File: src/rtl/two_way_line_array_pkg.sv
// rtl/two_way_line_array_pkg.sv - shared L1 cache geometry and address slicing
package two_way_line_array_pkg;

    localparam int CACHE_LINES      = 32;
    localparam int CACHE_INDEX_BITS = 5;
    localparam int CACHE_DATA_BITS  = 128;
    localparam int CACHE_TAG_BITS   = 23;
    localparam int CACHE_WRITE_BITS = 16;

    // Address field boundaries: tag [31:9], index [8:4], word offset [3:2].
    localparam int CACHE_TAG_MSB     = 31;
    localparam int CACHE_TAG_LSB     = 9;
    localparam int CACHE_INDEX_MSB   = 8;
    localparam int CACHE_INDEX_LSB   = 4;
    localparam int CACHE_OFFEST_MSB  = 3;
    localparam int CACHE_OFFEST_LSB  = 2;

    typedef logic [CACHE_TAG_BITS-1:0]   cache_tag_t;
    typedef logic [CACHE_INDEX_BITS-1:0] cache_index_t;
    typedef logic [1:0]                  cache_offset_t;

    function automatic cache_tag_t cache_tag(input logic [31:0] addr);
        return addr[CACHE_TAG_MSB:CACHE_TAG_LSB];
    endfunction

    function automatic cache_index_t cache_index(input logic [31:0] addr);
        return addr[CACHE_INDEX_MSB:CACHE_INDEX_LSB];
    endfunction

    function automatic cache_offset_t cache_offest(input logic [31:0] addr);
        return addr[CACHE_OFFEST_MSB:CACHE_OFFEST_LSB];
    endfunction

endpackage

File: src/rtl/two_way_line_array_if.sv
// rtl/two_way_line_array_if.sv - shared-index access bus for the two-way line array
interface two_way_line_array_if #(
    parameter int AW   = 5,
    parameter int DW   = 128,
    parameter int WE_W = 16
);
    logic            CS;
    logic            OE;
    logic [AW-1:0]   A;
    logic [WE_W-1:0] WEB1;
    logic [WE_W-1:0] WEB2;
    logic [DW-1:0]   DI;
    logic [DW-1:0]   DO1;
    logic [DW-1:0]   DO2;

    modport master (
        output CS, OE, A, WEB1, WEB2, DI,
        input  DO1, DO2
    );

    modport slave (
        input  CS, OE, A, WEB1, WEB2, DI,
        output DO1, DO2
    );
endinterface

File: src/rtl/two_way_line_array_sram_way.sv
// rtl/two_way_line_array_sram_way.sv - one lane-masked synchronous RAM way with output register
module sram_way #(
    parameter int DEPTH = 32,
    parameter int AW    = 5,
    parameter int DW    = 128,
    parameter int WE_W  = 16
) (
    input  logic            clk_i,
    input  logic            rst_i,
    input  logic            cs_i,
    input  logic            oe_i,
    input  logic [AW-1:0]   addr_i,
    input  logic [WE_W-1:0] we_i,
    input  logic [DW-1:0]   wdata_i,
    output logic [DW-1:0]   rdata_o
);
    localparam int LW = DW / WE_W;

    logic [DW-1:0] mem_q [DEPTH];
    logic [DW-1:0] rdata_q;

    // Contents are deliberately never reset; reset only suppresses writes.
    always_ff @(posedge clk_i) begin
        if (!rst_i && cs_i) begin
            for (int k = 0; k < WE_W; k++) begin
                if (we_i[k]) begin
                    mem_q[addr_i][k*LW +: LW] <= wdata_i[k*LW +: LW];
                end
            end
        end
    end

    // Non-blocking read of the same entry yields pre-write data on a collision.
    always_ff @(posedge clk_i) begin
        if (rst_i) begin
            rdata_q <= '0;
        end else if (cs_i && oe_i) begin
            rdata_q <= mem_q[addr_i];
        end
    end

    assign rdata_o = rdata_q;

endmodule

File: src/rtl/two_way_line_array_wrappers.sv


module tag_array_wrapper
    import two_way_line_array_pkg::*;
(
    input  logic                        clk_i,
    input  logic                        rst_i,
    input  logic                        CS,
    input  logic                        OE,
    input  logic [CACHE_INDEX_BITS-1:0] A,
    input  logic [0:0]                  WEB1,
    input  logic [0:0]                  WEB2,
    input  logic [CACHE_TAG_BITS-1:0]   DI,
    output logic [CACHE_TAG_BITS-1:0]   DO1,
    output logic [CACHE_TAG_BITS-1:0]   DO2
);
    // A tag is written as a whole, so one lane spans the full entry.
    two_way_line_array_if #(
        .AW   (CACHE_INDEX_BITS),
        .DW   (CACHE_TAG_BITS),
        .WE_W (1)
    ) tag_bus ();

    assign tag_bus.CS   = CS;
    assign tag_bus.OE   = OE;
    assign tag_bus.A    = A;
    assign tag_bus.WEB1 = WEB1;
    assign tag_bus.WEB2 = WEB2;
    assign tag_bus.DI   = DI;
    assign DO1 = tag_bus.DO1;
    assign DO2 = tag_bus.DO2;

    two_way_line_array #(
        .DEPTH (CACHE_LINES),
        .AW    (CACHE_INDEX_BITS),
        .DW    (CACHE_TAG_BITS),
        .WE_W  (1)
    ) u_array (
        .clk_i (clk_i),
        .rst_i (rst_i),
        .bus   (tag_bus)
    );
endmodule

File: src/rtl/two_way_line_array.sv
// rtl/two_way_line_array.sv - two independent ways sharing index, write data and read strobe
module two_way_line_array
    import two_way_line_array_pkg::*;
#(
    parameter int DEPTH = CACHE_LINES,
    parameter int AW    = CACHE_INDEX_BITS,
    parameter int DW    = CACHE_DATA_BITS,
    parameter int WE_W  = CACHE_WRITE_BITS
) (
    input  logic                 clk_i,
    input  logic                 rst_i,
    two_way_line_array_if.slave  bus
);
    logic [DW-1:0] way1_rdata;
    logic [DW-1:0] way2_rdata;

    sram_way #(
        .DEPTH (DEPTH),
        .AW    (AW),
        .DW    (DW),
        .WE_W  (WE_W)
    ) u_way1 (
        .clk_i   (clk_i),
        .rst_i   (rst_i),
        .cs_i    (bus.CS),
        .oe_i    (bus.OE),
        .addr_i  (bus.A),
        .we_i    (bus.WEB1),
        .wdata_i (bus.DI),
        .rdata_o (way1_rdata)
    );

    sram_way #(
        .DEPTH (DEPTH),
        .AW    (AW),
        .DW    (DW),
        .WE_W  (WE_W)
    ) u_way2 (
        .clk_i   (clk_i),
        .rst_i   (rst_i),
        .cs_i    (bus.CS),
        .oe_i    (bus.OE),
        .addr_i  (bus.A),
        .we_i    (bus.WEB2),
        .wdata_i (bus.DI),
        .rdata_o (way2_rdata)
    );

    assign bus.DO1 = way1_rdata;
    assign bus.DO2 = way2_rdata;

endmodule

File: config.mk
export PLATFORM = sky130hd
export DESIGN_NAME = tag_array_wrapper
export DESIGN_NICKNAME = d
export VERILOG_FILES = /design/src/rtl/two_way_line_array_pkg.sv /design/src/rtl/two_way_line_array_if.sv /design/src/rtl/two_way_line_array_sram_way.sv /design/src/rtl/two_way_line_array_wrappers.sv /design/src/rtl/two_way_line_array.sv
export SDC_FILE = /design/constraint.sdc
export NUM_CORES = 1
export LEC_CHECK = 0
export CAP_MARGIN = 25
export CELL_PAD_IN_SITES_DETAIL_PLACEMENT = 0
export CELL_PAD_IN_SITES_GLOBAL_PLACEMENT = 1
export CORE_MARGIN = 2
export CORE_UTILIZATION = 55
export CTS_BUF_LIST = sky130_fd_sc_hd__clkbuf_4 sky130_fd_sc_hd__clkbuf_8 sky130_fd_sc_hd__clkbuf_16
export DETAILED_ROUTE_END_ITERATION = 8
export GPL_TIMING_DRIVEN = 1
export PLACE_DENSITY_LB_ADDON = 0.12
export SYNTH_ARGS = -nofsm -noshare
export SYNTH_HDL_FRONTEND = slang
export SYNTH_SLANG_ARGS = --single-unit
File: constraint.sdc
create_clock -name clk_i -period 3.7 [get_ports clk_i]
set_clock_uncertainty 0.15 [all_clocks]
set_input_delay 0.74 -clock clk_i [delete_from_list [all_inputs] [get_ports clk_i]]
set_output_delay 0.74 -clock clk_i [all_outputs]
set_load 0.01 [all_outputs]
==> metrics.md <==
| Metric | Value |
|---|---|
| Initial Util | a little under three fifths |
| Final period util | 81.2% |
| Gate Count Post-Synth | about 2800 |
| Post-layout util | 64.8% |
| Via density | 6.39 |
| Largest net degree at the start of global routing | 65 |
| Clk_lat worst skew | slightly below 0.8 ns |
| RR Startpoint | u_array.u_way1.mem_q[2][11] |
| Crit Path Category | reg -> out |
| Worst path buffer plus inverter count | 1 |
| Pins Over Slew Limit | 0 |
| Final ANT Viol Nets | 0 |
| Min Tclk post-route | 3.00 ns |
| Final Hold Viols | 0 |
| Pleak | 22.2 nW |
| Fraction of registers with async set/reset | 0% |
| Initial antenna violation count | 4 |
| # Post-CTS Setup Buffers | 0 |
| Ys flop type | edfxtp_1 |
| Layout cells sized above 1 | 25.4% |
| Post-synthesis sequential area ratio | 78.3% |
| Power Total | 0.0360 W |
| Synthesized area | 57600 um^2 |
| Critical Path Sink Type | output port |
| Depth of the CTS H-tree | 4 |
| Worst EP required | between 2 and 3 ns |
| Fillcell total | 6985 |
| Nets | about 3200 |
| Port bufs | 79 |
| Post-CTS Resized | 0 |
| CP endpoint | DO2[8] |
| Status | completed |
| I/O pin count | 80 |
| CP Depth | 1 |
| Setup TNS | 0 ns |
| Relative slew slack | 36.4% |
| CP arrival | 2.11 ns |
| Max incr delay on CP | 0.80 ns |
| Final HPWL DP | 95500 um |
| Top Family by Delay on Critical Path | buffers and inverters |
| Initial DRC count | 3518 |
| CP Max Fanout | 2 |
| Grt total ovfl | 0 |
| Clk sinks | 1518 |
| Worst-case vdd ir drop | 546 uV |
| Setup violators final | 0 |
| Syn_nets | 2829 |
| Slew at the pin closest to its max-slew limit | 0.954 ns |
| Max cap viols | 0 |
| CP Launch Type | flop |
| Avg Inst Size Synth | about 20 um^2 |
| Drt pass-1 iters | 5 |
| Setup slack, reg-to-reg | 1.55 ns |
| Via count | 29600 |
| Die Y | between 300 and 400 um |
| Max Root-Sink Buffers | 3 |
| Die footprint | between 100000 and 150000 um^2 |
| Core footprint | 104000 um^2 |
| Setup crit start | u_array.u_way2.rdata_o[8] |
| RSZ-0062 raised after global routing | no |
| Worst R2R Path Depth | 4 |
| Row cnt | 118 |
| PwrDens | 536 nW/um^2 |
| Clk Tree Root Cell | clkbuf_16 |
| Gr usage total | 28.6% |
| GPL Wtd Cong | 0.870 |
| Synthesized flop and latch total | about 1500 |
| Worst-path cell chain | clkdlybuf4s50_1 |
| First-pass GRT wire length | 215000 um |
| Yosys warns | 0 |
| Min-delay worst type | in -> reg |
| Drt total wl | 152000 um |
| Area growth from synthesis to layout | 16.6% |
| DR WL/cell | around 33 um |
| Post-synth EDFFs | 1472 |
| Vias in the first global route | 29500 |
| Fmax | between 0.3 and 0.4 GHz |
| Slowest stage cell, crit path | clkdlybuf4s50_1 |
| Worst r2r dst | u_array.u_way1.rdata_o[11] |
| TritonCTS clock tree | built |
| DRC viols | 0 |
| Die extent in x | roughly 330 um |
| Num CTS Buffers | 151 |
| Number of distinct library cells after synthesis | 50 |
| Hold buffers post-CTS | 0 |
| Clock slew at reported path FFs | ~0.060 ns |
-- where the power goes --
group          total (W)  internal [W]  switching [W]
clock             0.0153       0.00906        0.00622
sequential        0.0190        0.0189      0.0000748
combinational    0.00171      0.000643        0.00106
total             0.0360        0.0286        0.00736
-- how the worst min path moves through the flow --
stage / startpoint / endpoint / cells past startpoint / slack, ns
after floorplan: u_array.u_way1.rdata_o[10] / u_array.u_way1.rdata_o[10] / 2 / 0.37
after global placement: u_array.u_way2.rdata_o[18] / u_array.u_way2.rdata_o[18] / 2 / 0.35
after detailed placement: u_array.u_way2.rdata_o[9] / u_array.u_way2.rdata_o[9] / 2 / 0.36
after CTS: DI[19] / u_array.u_way2.mem_q[19][19] / 1 / 0.23
after global routing: DI[11] / u_array.u_way2.mem_q[19][11] / 1 / 0.18
final: DI[22] / u_array.u_way1.mem_q[1][22] / 1 / 0.21
-- synthesized netlist by cell type (2+ instances only) --
cell	instances	share of area, %
o22ai_1	144	1.6
nand3_1	3	0.026
edfxtp_1	1472	77
mux4_2	203	7.9
clkbuf_1	44	0.29
or4b_1	4	0.070
mux2i_1	330	5.7
and2_1	5	0.054
nor4_1	30	0.33
dfxtp_1	46	1.6
nand3b_1	3	0.039
o2bb2ai_1	16	0.24
a31oi_1	11	0.12
nand4bb_1	6	0.12
mux2_2	2	0.039
o21bai_1	12	0.16
nor2_1	115	0.75
nor2b_1	3	0.033
a22oi_1	40	0.52
nor3b_2	2	0.043
a22o_1	39	0.59
buf_2	74	0.64
and3b_1	4	0.061
o21ai_0	20	0.17
a211oi_1	17	0.22
a311oi_2	6	0.16
buf_1	6	0.039
buf_4	31	0.40
nand2_1	29	0.19
a311oi_1	28	0.43
nand4b_1	3	0.046
nor3_1	20	0.17
buf_6	10	0.20
-- cells by family after synthesis --
family                 Yosys count  synth area share (%)
DFF                           1518                  78.3
muxes                          535                  13.7
AOI/OAI and AO/OA              339                  4.27
and+or+nand+nor                237                  2.09
buffers and inverters          166                  1.58
-- layout by cell type (no fill, tap or decap), types with 4 or more instances in the layout --
master,count
mux4_2,203
and2_1,4
a22o_1,39
inv_6,7
a31oi_1,11
o21bai_1,12
clkbuf_4,36
clkbuf_16,157
nor2_1,51
mux2i_1,330
nor3_1,20
buf_4,197
nand2_1,29
edfxtp_1,1472
clkinv_1,30
clkinv_2,19
nor2_2,63
a311oi_2,6
bufinv_16,11
o2bb2ai_1,16
buf_2,26
a211oi_1,17
a311oi_1,28
nand4bb_1,4
o21ai_0,20
dfxtp_1,46
and3b_1,4
nor4_1,30
a22oi_1,40
buf_12,68
clkbuf_8,13
o22ai_1,144
clkdlybuf4s50_1,51
-- through the flow --
stage	instance area, um^2	instances	worst slack (ns)	hold WS, ns
6_report	67200	4632	0.697	0.206
5_1_grt	67200	4631	0.675	0.185
4_1_cts	67100	4627	0.651	0.233
3_5_place_dp	62000	4350	0.246	0.363
3_3_place_gp	62000	4349	0.254	0.354
2_1_floorplan	57600	2795	0.213	0.368
-- state kept, by name, indices dropped and copies added, names as in the netlist --
| register | flops |
|---|---|
| u_array.u_way1.rdata_o | 23 |
| u_array.u_way1.mem_q | 736 |
| u_array.u_way2.rdata_o | 23 |
| u_array.u_way2.mem_q | 736 |
-- metal layers --
layer  part of all wire, %  global-route usage, %  up-vias  wire [um]
met5                0.0086                      0        -         13
met4                   3.7                   10.9        2       5640
met3                   6.8                   4.40      261      10400
met2                    50                   47.4     1304      75900
met1                    39                   38.7    15700      59600
li1                      -                      -    12400          -
-- layout make-up --
class	instances	area [um^2]	area share, %
diodes	1	2.50	0.00373
clock buffers	206	4380	6.52
clock inverters	71	647	0.963
inverters	1	3.75	0.00559
multi-input cells	1111	11800	17.5
flip-flops and latches	1518	45100	67.2
well taps	1380	1730	2.57
repair buffers	344	3510	5.23
(Power assumes the default switching activity.)
